==> config.mk <==
export PLATFORM = sky130hd
export DESIGN_NAME = harris_tile_sched_flat
export DESIGN_NICKNAME = d
export VERILOG_FILES = /design/src/rtl/harris_tile_sched_if.sv /design/src/rtl/harris_tile_sched.sv /design/src/flat_wrapper.sv
export SDC_FILE = /design/constraint.sdc
export NUM_CORES = 1
export LEC_CHECK = 0
export ABC_AREA = 1
export ABC_CLOCK_PERIOD_IN_PS = 1800
export BUFFER_PORTS_ARGS = -buffer_cell sky130_fd_sc_hd__buf_2
export CAP_MARGIN = 20
export CORE_MARGIN = 2
export CORE_UTILIZATION = 29
export CTS_CLUSTER_DIAMETER = 40
export CTS_CLUSTER_SIZE = 25
export DETAILED_ROUTE_END_ITERATION = 8
export GPL_TIMING_DRIVEN = 1
export PLACE_DENSITY_LB_ADDON = 0.12
export SLEW_MARGIN = 10
export SYNTH_ARGS = -nofsm -noshare
export SYNTH_HDL_FRONTEND = slang
export SYNTH_SLANG_ARGS = --single-unit
==> constraint.sdc <==
create_clock -name clk -period 1.8 [get_ports clk]
set_input_delay 0.27 -clock clk [delete_from_list [all_inputs] [get_ports clk]]
set_output_delay 0.27 -clock clk [all_outputs]
set_load 0.1 [all_outputs]
==> src/rtl/harris_tile_sched_if.sv <==
// ---------------------------------------------------------------------------
// harris_tile_sched_if
//
// Purpose : bundles the window-fetch handshake and the gradient datapath
//           strobes/coordinates of the Harris tile scheduler.
//
// Signals :
//   fetch_req   scheduler -> memory   request to load a 6x6 window
//   fetch_row   scheduler -> memory   window top-left row
//   fetch_col   scheduler -> memory   window top-left column
//   fetch_ack   memory -> scheduler   window loaded and stable
//   sink_ready  sink -> scheduler     result can be captured LAT cycles later
//   win_valid   scheduler -> datapath one-cycle window strobe
//   out_valid   scheduler -> sink     gradient result valid
//   out_row     scheduler -> sink     tile row matching out_valid
//   out_col     scheduler -> sink     tile column matching out_valid
//
// Modports: master = scheduler side, slave = memory/datapath/sink side.
// ---------------------------------------------------------------------------
interface harris_tile_sched_if #(
    parameter int CW = 8
) ();
    logic          fetch_req;
    logic [CW-1:0] fetch_row;
    logic [CW-1:0] fetch_col;
    logic          fetch_ack;
    logic          sink_ready;
    logic          win_valid;
    logic          out_valid;
    logic [CW-1:0] out_row;
    logic [CW-1:0] out_col;

    modport master (
        output fetch_req, fetch_row, fetch_col,
        output win_valid, out_valid, out_row, out_col,
        input  fetch_ack, sink_ready
    );

    modport slave (
        input  fetch_req, fetch_row, fetch_col,
        input  win_valid, out_valid, out_row, out_col,
        output fetch_ack, sink_ready
    );
endinterface

==> src/rtl/harris_tile_sched.sv <==
// ---------------------------------------------------------------------------
// harris_tile_sched
//
// Purpose : walks an IMG_W x IMG_H image in 6x6 windows on a stride of 4
//           (raster order, columns fastest). For each tile it requests the
//           window, waits for the load, issues one strobe to the gradient
//           pipeline when the sink is ready, and reports the result LAT cycles
//           later together with the tile coordinate.
//
// Ports :
//   clk       rising-edge clock
//   reset     asynchronous active-low reset
//   start     frame start pulse, honoured only when idle
//   abort     synchronous frame abort (highest priority)
//   bus       harris_tile_sched_if.master (fetch handshake, strobes, coords)
//   busy      high whenever the scheduler is not idle
//   done      one-cycle end-of-frame pulse
//   tile_cnt  tiles completed in the current frame
//
// Timing : every output is a flop. win_valid appears in the first DRAIN cycle
//          (the cycle after ISSUE saw sink_ready); DRAIN lasts LAT cycles and
//          out_valid is registered out of its final cycle, so out_valid lands
//          exactly LAT cycles after win_valid. tile_cnt and the next fetch
//          request become visible in the same cycle as out_valid.
//
// Parameters must satisfy IMG_W >= 6, IMG_H >= 6, LAT >= 1.
// ---------------------------------------------------------------------------
module harris_tile_sched #(
    parameter int IMG_W = 64,
    parameter int IMG_H = 64,
    parameter int LAT   = 1,
    parameter int CW    = 8
) (
    input  logic                 clk,
    input  logic                 reset,
    input  logic                 start,
    input  logic                 abort,
    harris_tile_sched_if.master  bus,
    output logic                 busy,
    output logic                 done,
    output logic [15:0]          tile_cnt
);

    // Coordinates of the last tile in each direction (stride 4).
    localparam int COL_LAST = ((IMG_W - 6) / 4) * 4;
    localparam int ROW_LAST = ((IMG_H - 6) / 4) * 4;
    localparam int LW       = (LAT > 1) ? $clog2(LAT) : 1;

    typedef enum logic [2:0] {
        IDLE  = 3'd0,
        FETCH = 3'd1,
        ISSUE = 3'd2,
        DRAIN = 3'd3,
        DONE  = 3'd4
    } state_t;

    state_t        state_reg, state_next;
    logic [CW-1:0] row_reg, row_next;
    logic [CW-1:0] col_reg, col_next;
    logic [LW-1:0] lat_reg, lat_next;
    logic [15:0]   tile_cnt_reg, tile_cnt_next;
    logic          fetch_req_reg, fetch_req_next;
    logic          win_valid_reg, win_valid_next;
    logic          out_valid_reg, out_valid_next;
    logic [CW-1:0] out_row_reg, out_row_next;
    logic [CW-1:0] out_col_reg, out_col_next;
    logic          busy_reg, busy_next;
    logic          done_reg, done_next;

    logic          last_col;
    logic          last_tile;

    assign last_col  = (col_reg == CW'(COL_LAST));
    assign last_tile = last_col && (row_reg == CW'(ROW_LAST));

    // ------------------------------------------------------------------
    // State and output registers
    // ------------------------------------------------------------------
    always_ff @(posedge clk or negedge reset) begin
        if (!reset) begin
            state_reg     <= IDLE;
            row_reg       <= '0;
            col_reg       <= '0;
            lat_reg       <= '0;
            tile_cnt_reg  <= '0;
            fetch_req_reg <= 1'b0;
            win_valid_reg <= 1'b0;
            out_valid_reg <= 1'b0;
            out_row_reg   <= '0;
            out_col_reg   <= '0;
            busy_reg      <= 1'b0;
            done_reg      <= 1'b0;
        end else begin
            state_reg     <= state_next;
            row_reg       <= row_next;
            col_reg       <= col_next;
            lat_reg       <= lat_next;
            tile_cnt_reg  <= tile_cnt_next;
            fetch_req_reg <= fetch_req_next;
            win_valid_reg <= win_valid_next;
            out_valid_reg <= out_valid_next;
            out_row_reg   <= out_row_next;
            out_col_reg   <= out_col_next;
            busy_reg      <= busy_next;
            done_reg      <= done_next;
        end
    end

    // ------------------------------------------------------------------
    // Next-state and next-output logic
    // ------------------------------------------------------------------
    always_comb begin
        state_next     = state_reg;
        row_next       = row_reg;
        col_next       = col_reg;
        lat_next       = lat_reg;
        tile_cnt_next  = tile_cnt_reg;
        win_valid_next = 1'b0;
        out_valid_next = 1'b0;
        out_row_next   = out_row_reg;
        out_col_next   = out_col_reg;
        done_next      = 1'b0;

        if (abort) begin
            // Abort wins over everything else; the frame is dropped silently.
            state_next = IDLE;
        end else begin
            case (state_reg)
                IDLE: begin
                    if (start) begin
                        state_next    = FETCH;
                        row_next      = '0;
                        col_next      = '0;
                        tile_cnt_next = '0;
                    end
                end
                FETCH: begin
                    if (bus.fetch_ack) begin
                        state_next = ISSUE;
                    end
                end
                ISSUE: begin
                    if (bus.sink_ready) begin
                        state_next     = DRAIN;
                        win_valid_next = 1'b1;
                        lat_next       = '0;
                    end
                end
                DRAIN: begin
                    if (lat_reg == LW'(LAT - 1)) begin
                        out_valid_next = 1'b1;
                        out_row_next   = row_reg;
                        out_col_next   = col_reg;
                        tile_cnt_next  = tile_cnt_reg + 16'd1;
                        if (last_tile) begin
                            state_next = DONE;
                            done_next  = 1'b1;
                        end else begin
                            state_next = FETCH;
                            if (last_col) begin
                                col_next = '0;
                                row_next = row_reg + CW'(4);
                            end else begin
                                col_next = col_reg + CW'(4);
                            end
                        end
                    end else begin
                        lat_next = lat_reg + LW'(1);
                    end
                end
                DONE: begin
                    state_next = IDLE;
                end
                default: begin
                    state_next = IDLE;
                end
            endcase
        end

        // Level outputs follow the state being entered so they are flops.
        fetch_req_next = (state_next == FETCH);
        busy_next      = (state_next != IDLE);
    end

    assign bus.fetch_req = fetch_req_reg;
    assign bus.fetch_row = row_reg;
    assign bus.fetch_col = col_reg;
    assign bus.win_valid = win_valid_reg;
    assign bus.out_valid = out_valid_reg;
    assign bus.out_row   = out_row_reg;
    assign bus.out_col   = out_col_reg;
    assign busy          = busy_reg;
    assign done          = done_reg;
    assign tile_cnt      = tile_cnt_reg;

endmodule
==> src/flat_wrapper.sv <==
// flat-port wrapper written by rule: the top's interface ports become plain ports
module harris_tile_sched_flat 
#(
    parameter int IMG_W = 64,
    parameter int IMG_H = 64,
    parameter int LAT   = 1,
    parameter int CW    = 8
)
  (clk, reset, start, abort, busy, done, tile_cnt, bus_fetch_req, bus_fetch_row, bus_fetch_col, bus_win_valid, bus_out_valid, bus_out_row, bus_out_col, bus_fetch_ack, bus_sink_ready);
  harris_tile_sched_if #(.CW(CW)) bus_i ();
  input  logic clk;
  input  logic reset;
  input  logic start;
  input  logic abort;
  output logic busy;
  output logic done;
  output logic [15:0] tile_cnt;
  output wire logic [$bits(bus_i.fetch_req)-1:0] bus_fetch_req;
  output wire logic [$bits(bus_i.fetch_row)-1:0] bus_fetch_row;
  output wire logic [$bits(bus_i.fetch_col)-1:0] bus_fetch_col;
  output wire logic [$bits(bus_i.win_valid)-1:0] bus_win_valid;
  output wire logic [$bits(bus_i.out_valid)-1:0] bus_out_valid;
  output wire logic [$bits(bus_i.out_row)-1:0] bus_out_row;
  output wire logic [$bits(bus_i.out_col)-1:0] bus_out_col;
  input wire logic [$bits(bus_i.fetch_ack)-1:0] bus_fetch_ack;
  input wire logic [$bits(bus_i.sink_ready)-1:0] bus_sink_ready;
  assign bus_fetch_req = bus_i.fetch_req;
  assign bus_fetch_row = bus_i.fetch_row;
  assign bus_fetch_col = bus_i.fetch_col;
  assign bus_win_valid = bus_i.win_valid;
  assign bus_out_valid = bus_i.out_valid;
  assign bus_out_row = bus_i.out_row;
  assign bus_out_col = bus_i.out_col;
  assign bus_i.fetch_ack = bus_fetch_ack;
  assign bus_i.sink_ready = bus_sink_ready;
  harris_tile_sched #(.IMG_W(IMG_W), .IMG_H(IMG_H), .LAT(LAT), .CW(CW)) u_core (.clk(clk), .reset(reset), .start(start), .abort(abort), .bus(bus_i), .busy(busy), .done(done), .tile_cnt(tile_cnt));
endmodule
==> results by group, run 1 <==
Critical path
  – Path type of the worst setup path: reg2reg
  – CP Max Fanout: 6
  – Beginning of the worst register-to-register path: u_core.bus.fetch_col[2]
  – Critical path startpoint: u_core.bus.fetch_col[2]
  – Type of element launching the critical path: flip-flop
  – CP Capture Type: flip-flop
  – Data arrival time of the critical path: 1920 ps
  – Data required time at the worst endpoint: 2040 ps

Pwr
  – Internal power: 1.51 mW
  – Switching component of the power: 0.714 mW
  – Switching power as a share of total power: 0.321
  – Maximum ir drop on the vdd rail: 0.370 mV
  – Proportion of power drawn by flip-flops and latches: 0.507
  – Static leakage: 1.66 nW
  – Combinational group share of total power: 0.167
  – Share of power burned in the clock network: 0.326
  – Power Dens Cells: 705 nW/um^2

Routing
  – DRC violation count after routing: 0
  – DR iter-0 viols: 52
  – Pre-Repair DR Iteration Count: 4
  – Total via count after detailed routing: 2296
  – Detail Route Antenna Nets: 0
  – Routed length per instance: 12.9 microns
  – Number of vias per cell after detailed routing: 4.57
  – Final WL: 6490 microns

Clock network
  – Cell at the root of the clock tree: sky130_fd_sc_hd__clkbuf_8
  – CTS clk-pin slew, worst paths: 90 ps
  – CTS tree: done
  – Resized cells post-CTS: 0
  – TritonCTS Buffers: 5
  – TritonCTS Sinks: 48
  – H-tree depth: 2
  – Max Buffers Root-to-Sink: 2
  – Insertion delay to the later sink of the worst-skew pair: 300 ps

Finish
  – Net count reported at finish: 404
  – Antenna Diode Count: 0
  – Commonest non-fill, non-tap cell in the layout: sky130_fd_sc_hd__nand2_1
  – Ratio of cells with drive above 1 in the final layout: 0.254
  – Max reg flops: 16
  – Commonest non-fill, non-tap cells in the layout: sky130_fd_sc_hd__nand2_1, sky130_fd_sc_hd__buf_2, sky130_fd_sc_hd__nor2_1, sky130_fd_sc_hd__inv_1, sky130_fd_sc_hd__dfrtp_1
  – Layout Area Growth over Synthesis: 18.2%

Min path
  – Class of the tightest hold or removal check: in2reg
  – Critical hold path startpoint: abort

STA
  – Slew Limit Fails: 0
  – Final TNS setup: 0 ps
  – Final critical path time including I/O delays and setup: 1680 ps
  – Final number of setup-violating endpoints: 0
  – Count of final hold-check violations: 0
  – Worst slew slack as a fraction of its limit: 0.627
  – Portion of the clock cycle consumed by the worst path in the final layout: 0.934
  – Post-Route Skew: 8.95 ps
  – Highest attainable clock frequency: 0.595 GHz
  – Slew at the pin with the worst max-slew slack: 560 ps
  – RSZ-0062 raised after global routing: false
  – Post-layout worst setup margin: 120 ps

Run status
  – Status: complete, no violations

Die
  – Die outline area: 9980 sq um
  – Chip Width: 99.9 microns
  – Effective utilization at floorplan: 0.303
  – Die height: 99.9 microns
  – Core Area: 8810 sq um
  – Rows: 34
  – Top-level port count: 59

Synthesis
  – Average instance area after synthesis: 7.91 sq um
  – Flip-flop and latch count after synthesis: 48
  – Portion of the post-synthesis area used by sequential elements: 0.450
  – Top-area cell type share of the netlist area: 0.450
  – Synthesized netlist cell count: 337
  – Combined area of all synthesized cells: 2670 sq um
  – Post-synthesis cell type with the largest combined area: sky130_fd_sc_hd__dfrtp_1
  – Leading cell types by total area after synthesis: sky130_fd_sc_hd__dfrtp_1, sky130_fd_sc_hd__nand2_1, sky130_fd_sc_hd__inv_1
  – Number of synthesis warnings: 0
  – Unique masters post-synth: 31

Flow run
  – Reported max-cap violation count: 0

Place
  – Port Buf Inserts: 50
  – Setup slack at placement: 168 ps
  – GPL Wtd Cong: 0.817
  – Detail Placement HPWL: 4720 microns

Global route
  – Largest net degree at the start of global routing: 28
  – Global-route usage over all layers: 0.137
  – Via count of the first global-routing pass: 2128
  – Grt ovf: 0
  – Global-route wire length before repair: 10900 microns
  – Number of antenna violations at the first check in global routing: 0
[area by class of cell]
| type | instances | area [sq um] |
|---|---|---|
| clock buffers | 8 | 100 |
| fillers | 958 | 5650 |
| inverters | 37 | 144 |
| multi-input cells | 245 | 1240 |
| flip-flops and latches | 48 | 1220 |
| well taps | 108 | 135 |
| repair buffers | 56 | 310 |
[cells by family (layout without fill, tap and decap cells)]
family / Yosys count / count (layout) / share of synthesized area
XOR/XNOR: 4 / 4 / 0.0131
adder cells (fa/ha/maj): 5 / 5 / 0.0235
buffers and inverters: 51 / 101 / 0.0948
AO/OA/AOI/OAI: 29 / 29 / 0.0652
flip-flops: 48 / 48 / 0.450
AND/OR/NAND/NOR: 199 / 199 / 0.351
other: 1 / 8 / 0.00141
[worst max-delay path, stage by stage, from the launching register on]
cell,delay [ps]
sky130_fd_sc_hd__dfrtp_2,460
sky130_fd_sc_hd__inv_1,110
sky130_fd_sc_hd__ha_1,150
sky130_fd_sc_hd__nand3_1,120
sky130_fd_sc_hd__nor2_4,190
sky130_fd_sc_hd__buf_4,150
sky130_fd_sc_hd__nand4_1,100
sky130_fd_sc_hd__or2_2,290
sky130_fd_sc_hd__nand2_1,60
[synth_stat cells (all sizes together)]
master / n
a21oi: 7
a22o: 1
buf: 14
clkinv: 1
conb: 1
dfrtp: 48
ha: 5
inv: 36
nand2: 114
nand3: 26
nand4: 20
nor2: 36
nor3: 1
nor3b: 1
o21ai: 17
o21bai: 3
o31ai: 1
or2: 1
xor2: 4
[power by group through the flow]
| stage | Clock (mW) | Combinational (mW) | Sequential, mW |
|---|---|---|---|
| final | 0.723 | 0.371 | 1.13 |
| after global routing | 0.808 | 0.397 | 1.13 |
| after CTS | 0.758 | 0.377 | 1.13 |
| after detailed placement | 0 | 0.375 | 1.15 |
| after global placement | 0 | 0.375 | 1.15 |
| after floorplan | 0 | 0.191 | 1.27 |
[path summary, 6_finish.rpt]
| path | slack, ps | depth (start not counted) | endpoint |
|---|---|---|---|
| worst max-delay path | 120 | 8 | u_core.bus.fetch_row[3] |
| worst min-delay path | 140 | 2 | u_core.bus.win_valid |
| worst max register to register | 120 | 8 | u_core.bus.fetch_row[3] |
| worst min register to register | 490 | 2 | u_core.bus.out_row[4] |
| max in group asynchronous | 750 | 3 | u_core.tile_cnt[4] |
| min in group asynchronous | 500 | 2 | u_core.bus.out_col[3] |
[metal layers]
metal / routed length, microns / GRT usage
met5: 0 / 0
met1: 3290 / 0.195
met2: 2900 / 0.218
met3: 255 / 0.0279
met4: 41 / 0.0253
[stage by stage]
stage	total power, mW	util	area [sq um]	std cells	hold slack, ps
after floorplan	1.46	-	2720	344	-25.6
after global placement	1.52	0.345	3030	492	293
after detailed placement	1.52	0.345	3030	492	295
after CTS	2.26	0.357	3140	501	134
after global routing	2.34	0.358	3150	502	144
final	2.22	0.358	3150	502	143
[what timing repair did]
| item | 4_1_cts | 5_1_grt |
|---|---|---|
| endpoints found under the hold margin | 21 | 0 |
| buffers inserted | 0 | 1 |
| hold buffers | 1 | 0 |
| endpoints found under the setup margin | 0 | 1 |
(Power assumes the default switching activity.)
==> run 2: changes to the inputs <==
==> constraint.sdc (replaced) <==
create_clock -name clk -period 1.8 [get_ports clk]
set_input_delay 0.09 -clock clk [delete_from_list [all_inputs] [get_ports clk]]
set_output_delay 0.09 -clock clk [all_outputs]
set_load 0.1 [all_outputs]
==> results by group, run 2 (synthesis gave the netlist of run 1 again) <==
Clock network
  – Insertion delay to the later sink of the worst-skew pair: 310 ps
  – Max Buffers Root-to-Sink: 2
  – H-tree depth: 2
  – Post-CTS Repair Setup Buffers: 0
  – CTS tree: done
  – CTS clk-pin slew, worst paths: 100 ps
  – Cell at the root of the clock tree: sky130_fd_sc_hd__clkbuf_8
  – TritonCTS Buffers: 5
  – TritonCTS Sinks: 48

Critical path
  – Data arrival time of the critical path: 1800 ps
  – CP Max Fanout: 6
  – CP Capture Type: flip-flop
  – Top cell family by delay on the critical path: simple AND/OR/NAND/NOR gates
  – Data required time at the worst endpoint: 2000 ps
  – Delay of the slowest cell on the worst path: 450 ps
  – Path type of the worst setup path: reg2reg
  – Number of buffer and inverter instances along the worst setup path: 2
  – Cell-by-cell listing of the critical path: inv_1 -> ha_1 -> nand3_1 -> nor2_4 -> nor2_1 -> inv_2 -> nand3_4 -> nand2_1 -> nand2_1
  – Type of element launching the critical path: flip-flop
  – Worst path most repeated cell: sky130_fd_sc_hd__nand2_1
  – Standard cell with the maximum stage delay on the critical path: sky130_fd_sc_hd__dfrtp_2

Finish
  – Finished layout cell area: 3160 sq um
  – Commonest non-fill, non-tap cells in the layout: sky130_fd_sc_hd__nand2_1, sky130_fd_sc_hd__buf_2, sky130_fd_sc_hd__nor2_1, sky130_fd_sc_hd__inv_1, sky130_fd_sc_hd__dfrtp_1
  – Ratio of cells with drive above 1 in the final layout: 0.258
  – Net count reported at finish: 405
  – Count of filler cells inserted in the layout: 932
  – Register area: 1220 sq um
  – Max reg flops: 16
  – Commonest non-fill, non-tap cell in the layout: sky130_fd_sc_hd__nand2_1
  – Multi-input logic area: 1250 sq um
  – Layout Area Growth over Synthesis: 18.4%
  – Antenna Diode Count: 0

Routing
  – Detail Route Antenna Nets: 0
  – Pre-Repair DR Iteration Count: 4
  – Routed length per instance: 13.2 microns
  – Number of vias per cell after detailed routing: 4.56
  – Total via count after detailed routing: 2292
  – Final WL: 6620 microns
  – DRC violation count after routing: 0
  – Wire length the detailed router placed on met1: 3190 microns
  – Routed met2 length: 3100 microns
  – Met3 wire length: 292 microns
  – Top sig layer: met4
  – DR iter-0 viols: 66

STA
  – Count of final hold-check violations: 0
  – RSZ-0062 raised after global routing: false
  – Final number of setup-violating endpoints: 0
  – Final critical path time including I/O delays and setup: 1590 ps
  – Slew at the pin with the worst max-slew slack: 600 ps
  – Highest attainable clock frequency: 0.627 GHz
  – Final TNS setup: 0 ps
  – Portion of the clock cycle consumed by the worst path in the final layout: 0.886
  – Post-Route Skew: 7.28 ps
  – Slew Limit Fails: 0
  – Worst slew slack as a fraction of its limit: 0.600

Global route
  – Grt ovf: 0
  – Largest net degree at the start of global routing: 27
  – Number of antenna violations at the first check in global routing: 0
  – Global-route wire length before repair: 10800 microns
  – Via count of the first global-routing pass: 2122
  – Global-route usage over all layers: 0.139

Pwr
  – Static leakage: 1.66 nW
  – Power Dens Cells: 702 nW/um^2
  – Maximum ir drop on the vdd rail: 0.280 mV
  – Sum of internal, switching and leakage power: 2.22 mW

Die
  – Core Area: 8810 sq um
  – Die outline area: 9980 sq um
  – Die height: 99.9 microns
  – Effective utilization at floorplan: 0.303
  – Rows: 34
  – Chip Width: 99.9 microns
  – Top-level port count: 59

Min path
  – Class of the tightest hold or removal check: in2reg

Place
  – GPL Wtd Cong: 0.801
  – Port Buf Inserts: 50
  – Detail Placement HPWL: 4820 microns
  – Dpl cell area: 3030 sq um

Flow run
  – Reported max-cap violation count: 0

Run status
  – Status: complete, no violations
-- run 2: metal layers --
layer / track usage / vias to the layer above
met2: 0.227 / 52
met5: 0 / -
met3: 0.0362 / 2
met1: 0.188 / 1055
li1: - / 1183
met4: 0.0253 / 0
-- run 2: cell type report --
class / instances / area share
clock inverters: 2 / 0.00436
multi-input cells: 245 / 0.396
well taps: 108 / 0.0428
clock buffers: 6 / 0.0261
repair buffers: 57 / 0.0975
flip-flops and latches: 48 / 0.387
inverters: 37 / 0.0456
-- run 2: per-stage QoR --
step	utilization	setup WS, ps	hold slack [ps]	std cells
finish	0.359	206	54.3	503
global route	0.359	36.4	58.1	503
CTS	0.357	147	45.8	503
detailed placement	0.344	174	148	493
global placement	0.344	223	138	493
floorplan	-	4.77	-206	344
-- run 2: worst paths after layout --
| check | start | to | slack [ps] | cells past startpoint |
|---|---|---|---|---|
| min reg2reg | u_core.bus.out_row[3] | u_core.bus.out_row[3] | 480 | 2 |
| max | u_core.bus.fetch_col[2] | u_core.bus.fetch_row[4] | 210 | 9 |
| max in group asynchronous | reset | u_core.bus.fetch_row[4] | 850 | 3 |
| min | bus_sink_ready | u_core.bus.win_valid | 50 | 3 |
| max reg2reg | u_core.bus.fetch_col[2] | u_core.bus.fetch_row[4] | 210 | 9 |
| min in group asynchronous | reset | u_core.bus.out_valid | 320 | 2 |
-- run 2: timing repair --
item | 4_1_cts | 5_1_grt
setup endpoints to repair | 0 | 3
hold endpoints to repair | 25 | 0
gates resized for setup | 0 | 3
hold buffers | 2 | 0
-- run 2: tightest hold or removal path, stage by stage --
cell	delay, ps
sky130_fd_sc_hd__buf_2	100
sky130_fd_sc_hd__nand3_1	90
sky130_fd_sc_hd__nor2_1	40
-- run 2: report_power, final --
part,leakage [nW],switching (mW),internal [mW]
logic,0.971,0.314,0.0570
clock network,0.0516,0.403,0.316
registers,0.637,0.0277,1.10
total,1.66,0.745,1.47
==> run 3: changes to the inputs <==
--- a/config.mk
+++ b/config.mk
@@ -15,7 +15,7 @@
 export CTS_CLUSTER_SIZE = 25
 export DETAILED_ROUTE_END_ITERATION = 8
 export GPL_TIMING_DRIVEN = 1
-export PLACE_DENSITY_LB_ADDON = 0.12
+export PLACE_DENSITY_LB_ADDON = 0.1
 export SLEW_MARGIN = 10
 export SYNTH_ARGS = -nofsm -noshare
 export SYNTH_HDL_FRONTEND = slang
==> results by group, run 3 (synthesis gave the netlist of run 1 again) <==
Place
  – Port Buf Inserts: 50
  – Dpl cell area: 3040 sq um
  – GPL Wtd Cong: 0.810
  – Setup slack at placement: 188 ps
  – Detail Placement HPWL: 4930 microns
  – Placed instance count: 494

Clock network
  – Cell at the root of the clock tree: sky130_fd_sc_hd__clkbuf_8
  – TritonCTS Sinks: 48
  – Insertion delay to the later sink of the worst-skew pair: 300 ps
  – TritonCTS Buffers: 5
  – CTS tree: done
  – Resized cells post-CTS: 0
  – Max Buffers Root-to-Sink: 2
  – CTS clk-pin slew, worst paths: 90 ps
  – H-tree depth: 2

Finish
  – Layout Area Growth over Synthesis: 19.4%
  – Commonest non-fill, non-tap cells in the layout: sky130_fd_sc_hd__nand2_1, sky130_fd_sc_hd__buf_2, sky130_fd_sc_hd__nor2_1, sky130_fd_sc_hd__inv_1, sky130_fd_sc_hd__dfrtp_1
  – Register area: 1220 sq um
  – Finished layout cell area: 3180 sq um
  – Antenna Diode Count: 0
  – Finished Core Util: 0.361
  – Max reg flops: 16
  – Commonest non-fill, non-tap cell in the layout: sky130_fd_sc_hd__nand2_1
  – Post-route insts no fill: 504
  – Multi-input logic area: 1240 sq um
  – Ratio of cells with drive above 1 in the final layout: 0.258
  – Net count reported at finish: 406
  – Count of filler cells inserted in the layout: 931

Global route
  – Peak-usage layer in the global routing report: met2
  – Fraction of met3 tracks used by global routing: 0.0265
  – Global-route usage over all layers: 0.136
  – Via count of the first global-routing pass: 2220
  – Largest net degree at the start of global routing: 26
  – Grt ovf: 0
  – Global-route wire length before repair: 10900 microns
  – Routing usage on met2: 0.239
  – Number of antenna violations at the first check in global routing: 0
  – GR Layer Usage met1: 0.174

STA
  – Final number of setup-violating endpoints: 0
  – Post-Route Skew: 10.7 ps
  – Highest attainable clock frequency: 0.623 GHz
  – Hold Worst Slack: 58.0 ps
  – Final TNS setup: 0 ps
  – Post-layout worst setup margin: 195 ps
  – Count of final hold-check violations: 0
  – Portion of the clock cycle consumed by the worst path in the final layout: 0.892
  – Final critical path time including I/O delays and setup: 1610 ps
  – Slew Limit Fails: 0
  – RSZ-0062 raised after global routing: false

Pwr
  – Maximum ir drop on the vdd rail: 0.376 mV
  – Sum of internal, switching and leakage power: 2.38 mW
  – Switching power as a share of total power: 0.307
  – Power Dens Cells: 747 nW/um^2
  – Static leakage: 1.67 nW
  – Switching component of the power: 0.730 mW
  – Share of power burned in the clock network: 0.369
  – Internal power: 1.65 mW
  – Combinational group share of total power: 0.157
  – Proportion of power drawn by flip-flops and latches: 0.474

Die
  – Top-level port count: 59
  – Effective utilization at floorplan: 0.303
  – Die outline area: 9980 sq um
  – Chip Width: 99.9 microns
  – Core Area: 8810 sq um
  – Rows: 34
  – Die height: 99.9 microns

Routing
  – Number of vias per cell after detailed routing: 4.62
  – Final WL: 6710 microns
  – DRC violation count after routing: 0
  – Pre-Repair DR Iteration Count: 4
  – Routed length per instance: 13.3 microns
  – DR iter-0 viols: 72
  – Detail Route Antenna Nets: 0
  – Total via count after detailed routing: 2328

Critical path
  – Cell-by-cell listing of the critical path: inv_1 -> ha_1 -> nand3_1 -> nor2_4 -> nor2_1 -> inv_1 -> nand3_2 -> nand2_1 -> nand2_1
  – Type of element launching the critical path: flip-flop
  – Standard cell with the maximum stage delay on the critical path: sky130_fd_sc_hd__dfrtp_2
  – CP Max Fanout: 6
  – Data required time at the worst endpoint: 1990 ps
  – Data arrival time of the critical path: 1800 ps
  – Path type of the worst setup path: reg2reg
  – Delay of the slowest cell on the worst path: 450 ps
  – CP Capture Type: flip-flop

Run status
  – Status: complete, no violations

Flow run
  – Reported max-cap violation count: 0

Min path
  – Class of the tightest hold or removal check: in2reg
==> run 3: changes by cell type in the layout (fill, tap and decap cells not counted), sizes merged <==
| cell | delta |
|---|---|
| inv | -1 |
| clkinv | -1 |
| buf | +1 |
| clkbuf | +1 |
| bufinv | +1 |
==> run 3: worst paths after layout <==
| check | startpoint | endpoint | slack, ps | cells after the start |
|---|---|---|---|---|
| max | u_core.bus.fetch_col[2] | u_core.bus.fetch_row[5] | 190 | 9 |
| min reg2reg | u_core.bus.out_col[3] | u_core.bus.out_col[3] | 480 | 2 |
| min | bus_sink_ready | u_core.bus.win_valid | 60 | 3 |
| max in group asynchronous | reset | u_core.bus.fetch_col[4] | 1190 | 3 |
| max reg2reg | u_core.bus.fetch_col[2] | u_core.bus.fetch_row[5] | 190 | 9 |
| min in group asynchronous | reset | u_core.busy | 320 | 3 |
==> run 3: final cells by class <==
type                            instances  area share
Inverter                               37      0.0452
Clock buffer                            7      0.0303
Tap cell                              108      0.0425
Clock inverter                          1     0.00943
Multi-Input combinational cell        245       0.389
Sequential cell                        48       0.384
Timing Repair Buffer                   58      0.0991
==> run 3: worst max-delay path, delay by kind of cell, from the launching register on <==
family,cells,cell delay (ps)
simple gates,6,700
flops,1,450
buf+inv,2,210
fa+ha+maj,1,150
==> run 3: power groups by stage <==
stage          logic [mW]  clock network (mW)  registers (mW)
2_1_floorplan       0.191                   0            1.27
3_3_place_gp        0.373                   0            1.15
3_5_place_dp        0.375                   0            1.15
4_1_cts             0.378               0.914            1.13
5_1_grt             0.397               0.944            1.13
6_report            0.373               0.879            1.13
==> run 3: per-layer routing <==
metal	vias to the layer above	wire (microns)
met1	1082	3030
met3	4	308
met4	0	41
li1	1183	-
met2	59	3320
met5	-	0
==> run 3: what timing repair did <==
| action | in CTS | in global routing |
|---|---|---|
| hold buffers | 2 | 0 |
| hold endpoints to repair | 49 | 0 |
| endpoints found under the setup margin | 0 | 0 |
| setup buffers | 0 | 0 |
